**src/rtl/m3_speed_ramp_ctrl_pkg.sv**
```systemverilog
// Shared motor602 definitions for the M3 speed ramp controller:
// round-length limits, stall defaults and FSM state encoding.
package m3_speed_ramp_ctrl_pkg;

    localparam int unsigned LEN_W   = 32;
    localparam int unsigned STALL_W = 8;
    localparam int unsigned STATE_W = 3;

    localparam logic [LEN_W-1:0]   EACH_SLICE_PERIOD_MAX = 32'd20000;
    localparam logic [LEN_W-1:0]   PERIOD_MIN_DEFAULT    = 32'd40;
    localparam logic [STALL_W-1:0] STALL_TICKS_DEFAULT   = 8'd200;

    typedef enum logic [STATE_W-1:0] {
        ST_IDLE     = 3'd0,
        ST_RAMP_UP  = 3'd1,
        ST_CRUISE   = 3'd2,
        ST_RAMP_DN  = 3'd3,
        ST_REVERSE  = 3'd4,
        ST_STOPPING = 3'd5,
        ST_FAULT    = 3'd6
    } state_t;

    // Saturate a requested round length into [lo, hi].
    function automatic logic [LEN_W-1:0] clamp_len(
        input logic [LEN_W-1:0] len,
        input logic [LEN_W-1:0] lo,
        input logic [LEN_W-1:0] hi
    );
        logic [LEN_W-1:0] r;
        r = len;
        if (len < lo) r = lo;
        else if (len > hi) r = hi;
        return r;
    endfunction

endpackage

```
**src/rtl/m3_speed_ramp_ctrl_stall.sv**
```systemverilog
// m3_stall_watchdog: counts 100 Hz ticks since the last completed round;
// a round pulse or an idle motor clears it, and the round pulse wins over a tick.
module m3_stall_watchdog
    import m3_speed_ramp_ctrl_pkg::*;
#(
    parameter logic [STALL_W-1:0] STALL_TICKS = STALL_TICKS_DEFAULT
) (
    input  logic clkI,
    input  logic nRstI,
    input  logic i_tick,
    input  logic i_round_done,
    input  logic i_working,
    output logic o_stall_c
);

    logic [STALL_W-1:0] r_cnt;

    always_ff @(posedge clkI or negedge nRstI) begin
        if (!nRstI) begin
            r_cnt <= '0;
        end else if (!i_working || i_round_done) begin
            r_cnt <= '0;
        end else if (i_tick && (r_cnt < STALL_TICKS)) begin
            r_cnt <= r_cnt + STALL_W'(1);
        end
    end

    assign o_stall_c = (r_cnt >= STALL_TICKS);

endmodule

```
**src/rtl/m3_speed_ramp_ctrl.sv**
```systemverilog
// M3 speed ramp controller: tracks a clamped target round length, handles
// reverse, controlled stop, emergency stop and stall fault.
module m3_speed_ramp_ctrl
    import m3_speed_ramp_ctrl_pkg::*;
#(
    parameter logic [STALL_W-1:0] STALL_TICKS = STALL_TICKS_DEFAULT,
    parameter logic [LEN_W-1:0]   PERIOD_MIN  = PERIOD_MIN_DEFAULT
) (
    input  logic               clkI,
    input  logic               nRstI,
    input  logic               clk100hzI,
    input  logic               nextRound_1I,
    input  logic               cmdStartI,
    input  logic               cmdStopI,
    input  logic               cmdForceStopI,
    input  logic               cmdInvI,
    input  logic               cmdClearI,
    input  logic [LEN_W-1:0]   targetRoundLenI,
    input  logic [LEN_W-1:0]   curRoundLenI,
    output logic               workingO,
    output logic               m3speedINCo,
    output logic               m3speedDECo,
    output logic               m3forceStopO,
    output logic               m3invRotateO,
    output logic               atSpeedO,
    output logic               faultO,
    output logic [STATE_W-1:0] stateO
);

    state_t r_state, w_state_nxt;
    logic   r_inv, w_inv_nxt;
    logic   r_working, r_inc, r_dec, r_force, r_at_speed, r_fault;
    logic   w_working_nxt, w_inc_nxt, w_dec_nxt, w_force_nxt, w_at_speed_nxt, w_fault_nxt;

    logic [LEN_W-1:0] w_tgt;
    logic [LEN_W:0]   w_cur_x, w_tgt_x, w_tol_x;
    logic             w_need_inc, w_need_dec, w_at_max, w_stop_req, w_stall_c;

    // Comparisons carried one bit wider so target + tolerance never wraps.
    assign w_tgt      = clamp_len(targetRoundLenI, PERIOD_MIN, EACH_SLICE_PERIOD_MAX);
    assign w_cur_x    = {1'b0, curRoundLenI};
    assign w_tgt_x    = {1'b0, w_tgt};
    assign w_tol_x    = (LEN_W+1)'(curRoundLenI[LEN_W-1:4]);
    assign w_need_inc = w_cur_x > (w_tgt_x + w_tol_x);
    assign w_need_dec = w_tgt_x > (w_cur_x + w_tol_x);
    assign w_at_max   = curRoundLenI >= EACH_SLICE_PERIOD_MAX;
    assign w_stop_req = cmdStopI || !cmdStartI;

    m3_stall_watchdog #(
        .STALL_TICKS (STALL_TICKS)
    ) u_stall (
        .clkI         (clkI),
        .nRstI        (nRstI),
        .i_tick       (clk100hzI),
        .i_round_done (nextRound_1I),
        .i_working    (r_working),
        .o_stall_c    (w_stall_c)
    );

    always_ff @(posedge clkI or negedge nRstI) begin
        if (!nRstI) begin
            r_state <= ST_IDLE;
            r_inv   <= 1'b0;
        end else begin
            r_state <= w_state_nxt;
            r_inv   <= w_inv_nxt;
        end
    end

    always_comb begin
        w_state_nxt    = r_state;
        w_inv_nxt      = r_inv;
        w_working_nxt  = 1'b0;
        w_inc_nxt      = 1'b0;
        w_dec_nxt      = 1'b0;
        w_at_speed_nxt = 1'b0;
        w_fault_nxt    = 1'b0;

        if (cmdForceStopI) begin
            w_state_nxt = ST_IDLE;
        end else if (w_stall_c && r_working) begin
            w_state_nxt = ST_FAULT;
        end else begin
            case (r_state)
                ST_IDLE: begin
                    if (cmdStartI && !cmdStopI) begin
                        w_state_nxt = ST_RAMP_UP;
                        w_inv_nxt   = cmdInvI;
                    end
                end
                ST_RAMP_UP, ST_CRUISE, ST_RAMP_DN: begin
                    if (w_stop_req)              w_state_nxt = ST_STOPPING;
                    else if (cmdInvI != r_inv)   w_state_nxt = ST_REVERSE;
                    else if (w_need_inc)         w_state_nxt = ST_RAMP_UP;
                    else if (w_need_dec)         w_state_nxt = ST_RAMP_DN;
                    else                         w_state_nxt = ST_CRUISE;
                end
                ST_REVERSE: begin
                    if (w_stop_req) begin
                        w_state_nxt = ST_STOPPING;
                    end else if (w_at_max) begin
                        w_state_nxt = ST_RAMP_UP;
                        w_inv_nxt   = ~r_inv;
                    end
                end
                ST_STOPPING: begin
                    if (w_at_max) w_state_nxt = ST_IDLE;
                end
                ST_FAULT: begin
                    if (cmdClearI && !cmdStartI) w_state_nxt = ST_IDLE;
                end
                default: w_state_nxt = ST_IDLE;
            endcase
        end

        // Outputs are decoded from the state being entered and registered with it.
        case (w_state_nxt)
            ST_RAMP_UP:  begin w_working_nxt = 1'b1; w_inc_nxt = 1'b1; end
            ST_CRUISE:   begin w_working_nxt = 1'b1; w_at_speed_nxt = 1'b1; end
            ST_RAMP_DN,
            ST_REVERSE,
            ST_STOPPING: begin w_working_nxt = 1'b1; w_dec_nxt = 1'b1; end
            ST_FAULT:    w_fault_nxt = 1'b1;
            default:     w_working_nxt = 1'b0;
        endcase
        w_force_nxt = cmdForceStopI || (w_state_nxt == ST_FAULT);
    end

    always_ff @(posedge clkI or negedge nRstI) begin
        if (!nRstI) begin
            r_working  <= 1'b0;
            r_inc      <= 1'b0;
            r_dec      <= 1'b0;
            r_force    <= 1'b0;
            r_at_speed <= 1'b0;
            r_fault    <= 1'b0;
        end else begin
            r_working  <= w_working_nxt;
            r_inc      <= w_inc_nxt;
            r_dec      <= w_dec_nxt;
            r_force    <= w_force_nxt;
            r_at_speed <= w_at_speed_nxt;
            r_fault    <= w_fault_nxt;
        end
    end

    assign workingO     = r_working;
    assign m3speedINCo  = r_inc;
    assign m3speedDECo  = r_dec;
    assign m3forceStopO = r_force;
    assign m3invRotateO = r_inv;
    assign atSpeedO     = r_at_speed;
    assign faultO       = r_fault;
    assign stateO       = r_state;

endmodule
```
**config.mk**
```make
export PLATFORM = sky130hd
export DESIGN_NAME = m3_speed_ramp_ctrl
export DESIGN_NICKNAME = d
export VERILOG_FILES = /design/src/rtl/m3_speed_ramp_ctrl_pkg.sv /design/src/rtl/m3_speed_ramp_ctrl_stall.sv /design/src/rtl/m3_speed_ramp_ctrl.sv
export SDC_FILE = /design/constraint.sdc
export NUM_CORES = 1
export LEC_CHECK = 0
export CAP_MARGIN = 0
export CELL_PAD_IN_SITES_DETAIL_PLACEMENT = 1
export CELL_PAD_IN_SITES_GLOBAL_PLACEMENT = 2
export CORE_ASPECT_RATIO = 1.25
export CORE_MARGIN = 1
export CORE_UTILIZATION = 35
export DETAILED_ROUTE_END_ITERATION = 8
export HOLD_SLACK_MARGIN = 0.08
export PLACE_DENSITY_LB_ADDON = 0.1
export SYNTH_ARGS = -nofsm -noshare
export SYNTH_HDL_FRONTEND = slang
export SYNTH_SLANG_ARGS = --single-unit
```
**constraint.sdc**
```tcl
create_clock -name clkI -period 4.3 [get_ports clkI]
set_clock_uncertainty 0.2 [all_clocks]
set_input_delay 0.86 -clock clkI [delete_from_list [all_inputs] [get_ports clkI]]
set_output_delay 0.86 -clock clkI [all_outputs]
set_load 0.02 [all_outputs]
```
==> flow_summary_export.csv <==
group,metric,value,unit
floorplanning,initial_utilization,0.3611,
critical_path,slowest_delay,460,ps
global_route,grt_pass1_vias,7799,
timing,clock.fmax,156.0,MHz
cells_and_area,fin_area,8941,µm²
floorplanning,io_pins,83,
cells_and_area,nets,1252,
synthesis,synthFlopType,"dfrtp_1",
floorplanning,die_y,141.4,µm
drt,drt_first_pass_iters,4,
cts,ctsHoldBuffers,0,
synthesis,netlist_top_cells_area,"ha_1 (28%), dfrtp_1 (8.3%), a21oi_1 (6.2%)",
synthesis,synth_area,5444,µm²
cts,cts.sinks,18,
floorplanning,fp.coreArea,15080,µm²
synthesis,synth_top_area_cell,"ha_1",
timing,rsz0062_at_grt,"yes",
synthesis,ys_warn_count,0,
timing,min_period_over_period,1.491,
drt,wirelength,24060,µm
cts,clkLatencyLatePin,250,ps
timing,hold_violations,0,
synthesis,synth_top_area_frac,0.2758,
cts,numCtsBuffers,3,
synthesis,syn_inst,707,
hold_path,hold_class,"reg2reg",
hold_path,hold_depth,2,
critical_path,crit_top_cell,"buf_4",
drt,routedWlPerCell,19.03,µm
cts,cts_root_buffer,"clkbuf_16",
power_and_ir_drop,p_total,0.001613,W
critical_path,end_kind,"flip-flop",
cells_and_area,diodes,0,
placement,place_inst,1240,
critical_path,critical_path_class,"in2reg",
cells_and_area,ff_latch_area,450.4,µm²
run_status,violations,"negative setup slack",
cts,clock_path_buffers,2,
placement,dp_hpwl,19630,µm
timing,timing.final.crit_period,6409,ps
synthesis,avgSynthCellArea,7.700,µm²
power_and_ir_drop,power.leakage,4.451,nW
global_route,grt-ovfl-total,0,
critical_path,arrival,6370,ps
synthesis,ys_seq_area_frac,0.08274,
timing,slew_viol_final,0,
job,drv_cap,0,
drt,drcViolationCount,0,
drt,via_count,6962,
cells_and_area,fillers,1856,
cts,cts_tree,"done",
cts,path_clk_slew,50,ps
timing,relSlewSlack,0.4627,
floorplanning,die_w,113.6,µm
global_route,antenna_found_initial,0,
run_status,status,"finished with violations",
global_route,grt_max_degree,19,
placement,io_buffers,82,
critical_path,reg2reg_depth,9,
timing,timing_worst_slew_pin_value,803.4,ps
drt,ant_nets,0,
timing,finalWorstSetupSlack,-2109,ps
critical_path,critPathMaxFanout,5,
critical_path,critPathLaunchType,"primary input",
floorplanning,die-area,16060,µm²
timing,whs,314.9,ps
cells_and_area,multiInputGateArea,5394,µm²
synthesis,synthArstFlopShare,1.000,
synthesis,synth_cell_types,70,
cells_and_area,area_growth,64.24,%
synthesis,ys_seq_elements,18,
critical_path,critPathSlowestCell,"clkdlybuf4s50_1",
cells_and_area,drive_above_1_share,0.3040,
drt,vias_per_cell,5.508,
global_route,grt_first_pass_wirelength,37260,µm
timing,finalSetupViolCount,6,
cts,cts.htree.levels,1,
power_and_ir_drop,powerDensity,180.4,nW/µm²
drt,drt_iter0_markers,171,
global_route,grt_usage,0.2893,
power_and_ir_drop,ir_worst_vdd,0.1368,mV
critical_path,cp.required,4260,ps
cells_and_area,layoutNonFillerInstCount,1264,
floorplanning,rows,50,
placement,place_area,8317,µm²
placement,gp_congestion,0.9269,
synthesis,synth_edf_count,0,
==> final cells by class <==
| class | instances | area share |
|---|---|---|
| tap | 208 | 0.02911 |
| clock buffer | 4 | 0.009936 |
| multi-input combinational | 684 | 0.6033 |
| timing repair buffer | 320 | 0.2947 |
| inverter | 30 | 0.01259 |
| sequential | 18 | 0.05038 |
==> path summary, 6_finish.rpt <==
| kind | startpoint | end | slack [ps] |
|---|---|---|---|
| setup / recovery | targetRoundLenI[3] | m3speedINCo$_DFF_PN0_ | -2110 |
| hold / removal | u_stall.r_cnt[7]$_DFFE_PN0P_ | u_stall.r_cnt[7]$_DFFE_PN0P_ | 310 |
| setup reg to reg | stateO[2]$_DFF_PN0_ | m3speedDECo$_DFF_PN0_ | 1300 |
| hold reg to reg | u_stall.r_cnt[7]$_DFFE_PN0P_ | u_stall.r_cnt[7]$_DFFE_PN0P_ | 310 |
| max in group asynchronous | nRstI | u_stall.r_cnt[0]$_DFFE_PN0P_ | 2520 |
| min in group asynchronous | nRstI | u_stall.r_cnt[4]$_DFFE_PN0P_ | 880 |
==> state kept, by name, indices dropped and copies added, names as in the netlist <==
signal and flops:
u_stall.r_cnt 8, m3forceStopO 1, stateO 3, workingO 1
atSpeedO 1, faultO 1, m3speedDECo 1, m3speedINCo 1
m3invRotateO 1
==> routing by layer <==
metal,track usage,vias up,share of wire
li1,-,3359,-
met1,0.2962,3384,0.38
met2,0.5960,147,0.56
met3,0.01538,72,0.022
met4,0.1163,0,0.043
met5,0,-,0
==> through the flow <==
stage | TNS [ps] | utilization | setup slack [ps]
global placement | -14860 | 0.5516 | -2528
global route | -13490 | 0.5930 | -2319
CTS | -12300 | 0.5738 | -2160
floorplan | -9341 | - | -1598
finish | -12180 | 0.5930 | -2109
detailed placement | -16820 | 0.5516 | -2888
==> critical path, delay by kind of cell <==
kind | cells | cell delay (ps)
compound gates | 11 | 2310
buf+inv | 4 | 1000
fa+ha+maj | 2 | 590
xor+xnor | 1 | 180
simple gates | 8 | 1390
==> placed cells by master (no fill, tap or decap), types with 7 or more instances in the layout <==
| cell | count |
|---|---|
| a21oi_1 | 61 |
| and3_1 | 7 |
| a211oi_1 | 8 |
| nand3_1 | 19 |
| nor4_1 | 10 |
| nor3_1 | 9 |
| a21o_1 | 43 |
| clkdlybuf4s50_1 | 56 |
| nand2_1 | 40 |
| xor2_1 | 25 |
| nand2b_1 | 9 |
| conb_1 | 33 |
| dfrtp_1 | 18 |
| o21a_1 | 11 |
| nor2_1 | 55 |
| buf_4 | 232 |
| o21ai_0 | 30 |
| o21bai_1 | 10 |
| nand4_1 | 17 |
| nor2b_1 | 7 |
| inv_1 | 30 |
| dlymetal6s2s_1 | 9 |
| buf_6 | 8 |
| xnor2_1 | 34 |
| ha_1 | 111 |
| ha_4 | 7 |
| dlygate4sd2_1 | 12 |
==> synthesized netlist by cell type, drive strengths merged (9+ instances only) <==
library cell,count
nand4,17
a21oi,67
nand3,20
o21bai,11
and2,10
and3,13
nor2,56
xnor2,34
a21o,43
o21ai,38
nor4,16
a31oi,9
o21a,11
nand2b,10
nand2,43
dfrtp,18
inv,30
a211oi,10
xor2,25
ha,120
nor3,15
==> timing repair <==
action | in CTS | in global routing
endpoints found under the setup margin | 6 | 6
resized for setup | 66 | 52
hold endpoints to repair | 0 | 0
buffers inserted | 14 | 6
pin swaps | 38 | 48
==> power by group <==
| group | total, W | internal, W | switching (W) |
|---|---|---|---|
| clock | 0.000204 | 0.000141 | 0.0000622 |
| sequential | 0.000215 | 0.000190 | 0.0000249 |
| combinational | 0.00119 | 0.000601 | 0.000593 |
| total | 0.00161 | 0.000933 | 0.000680 |
==> cells by family (layout without fill, tap and decap cells) <==
kind of cell | count (synthesis) | in the layout | share of synthesized area
xor gates and xnor gates | 59 | 59 | 0.09492
adders and majority gates | 122 | 122 | 0.2832
buffers and inverters | 36 | 354 | 0.02551
muxes | 3 | 3 | 0.005516
and+or+nand+nor | 231 | 231 | 0.2218
DFF | 18 | 18 | 0.08274
AOI/OAI and AO/OA | 236 | 236 | 0.2850
other | 2 | 33 | 0.001380
Power figures use the tool's default switching activity.
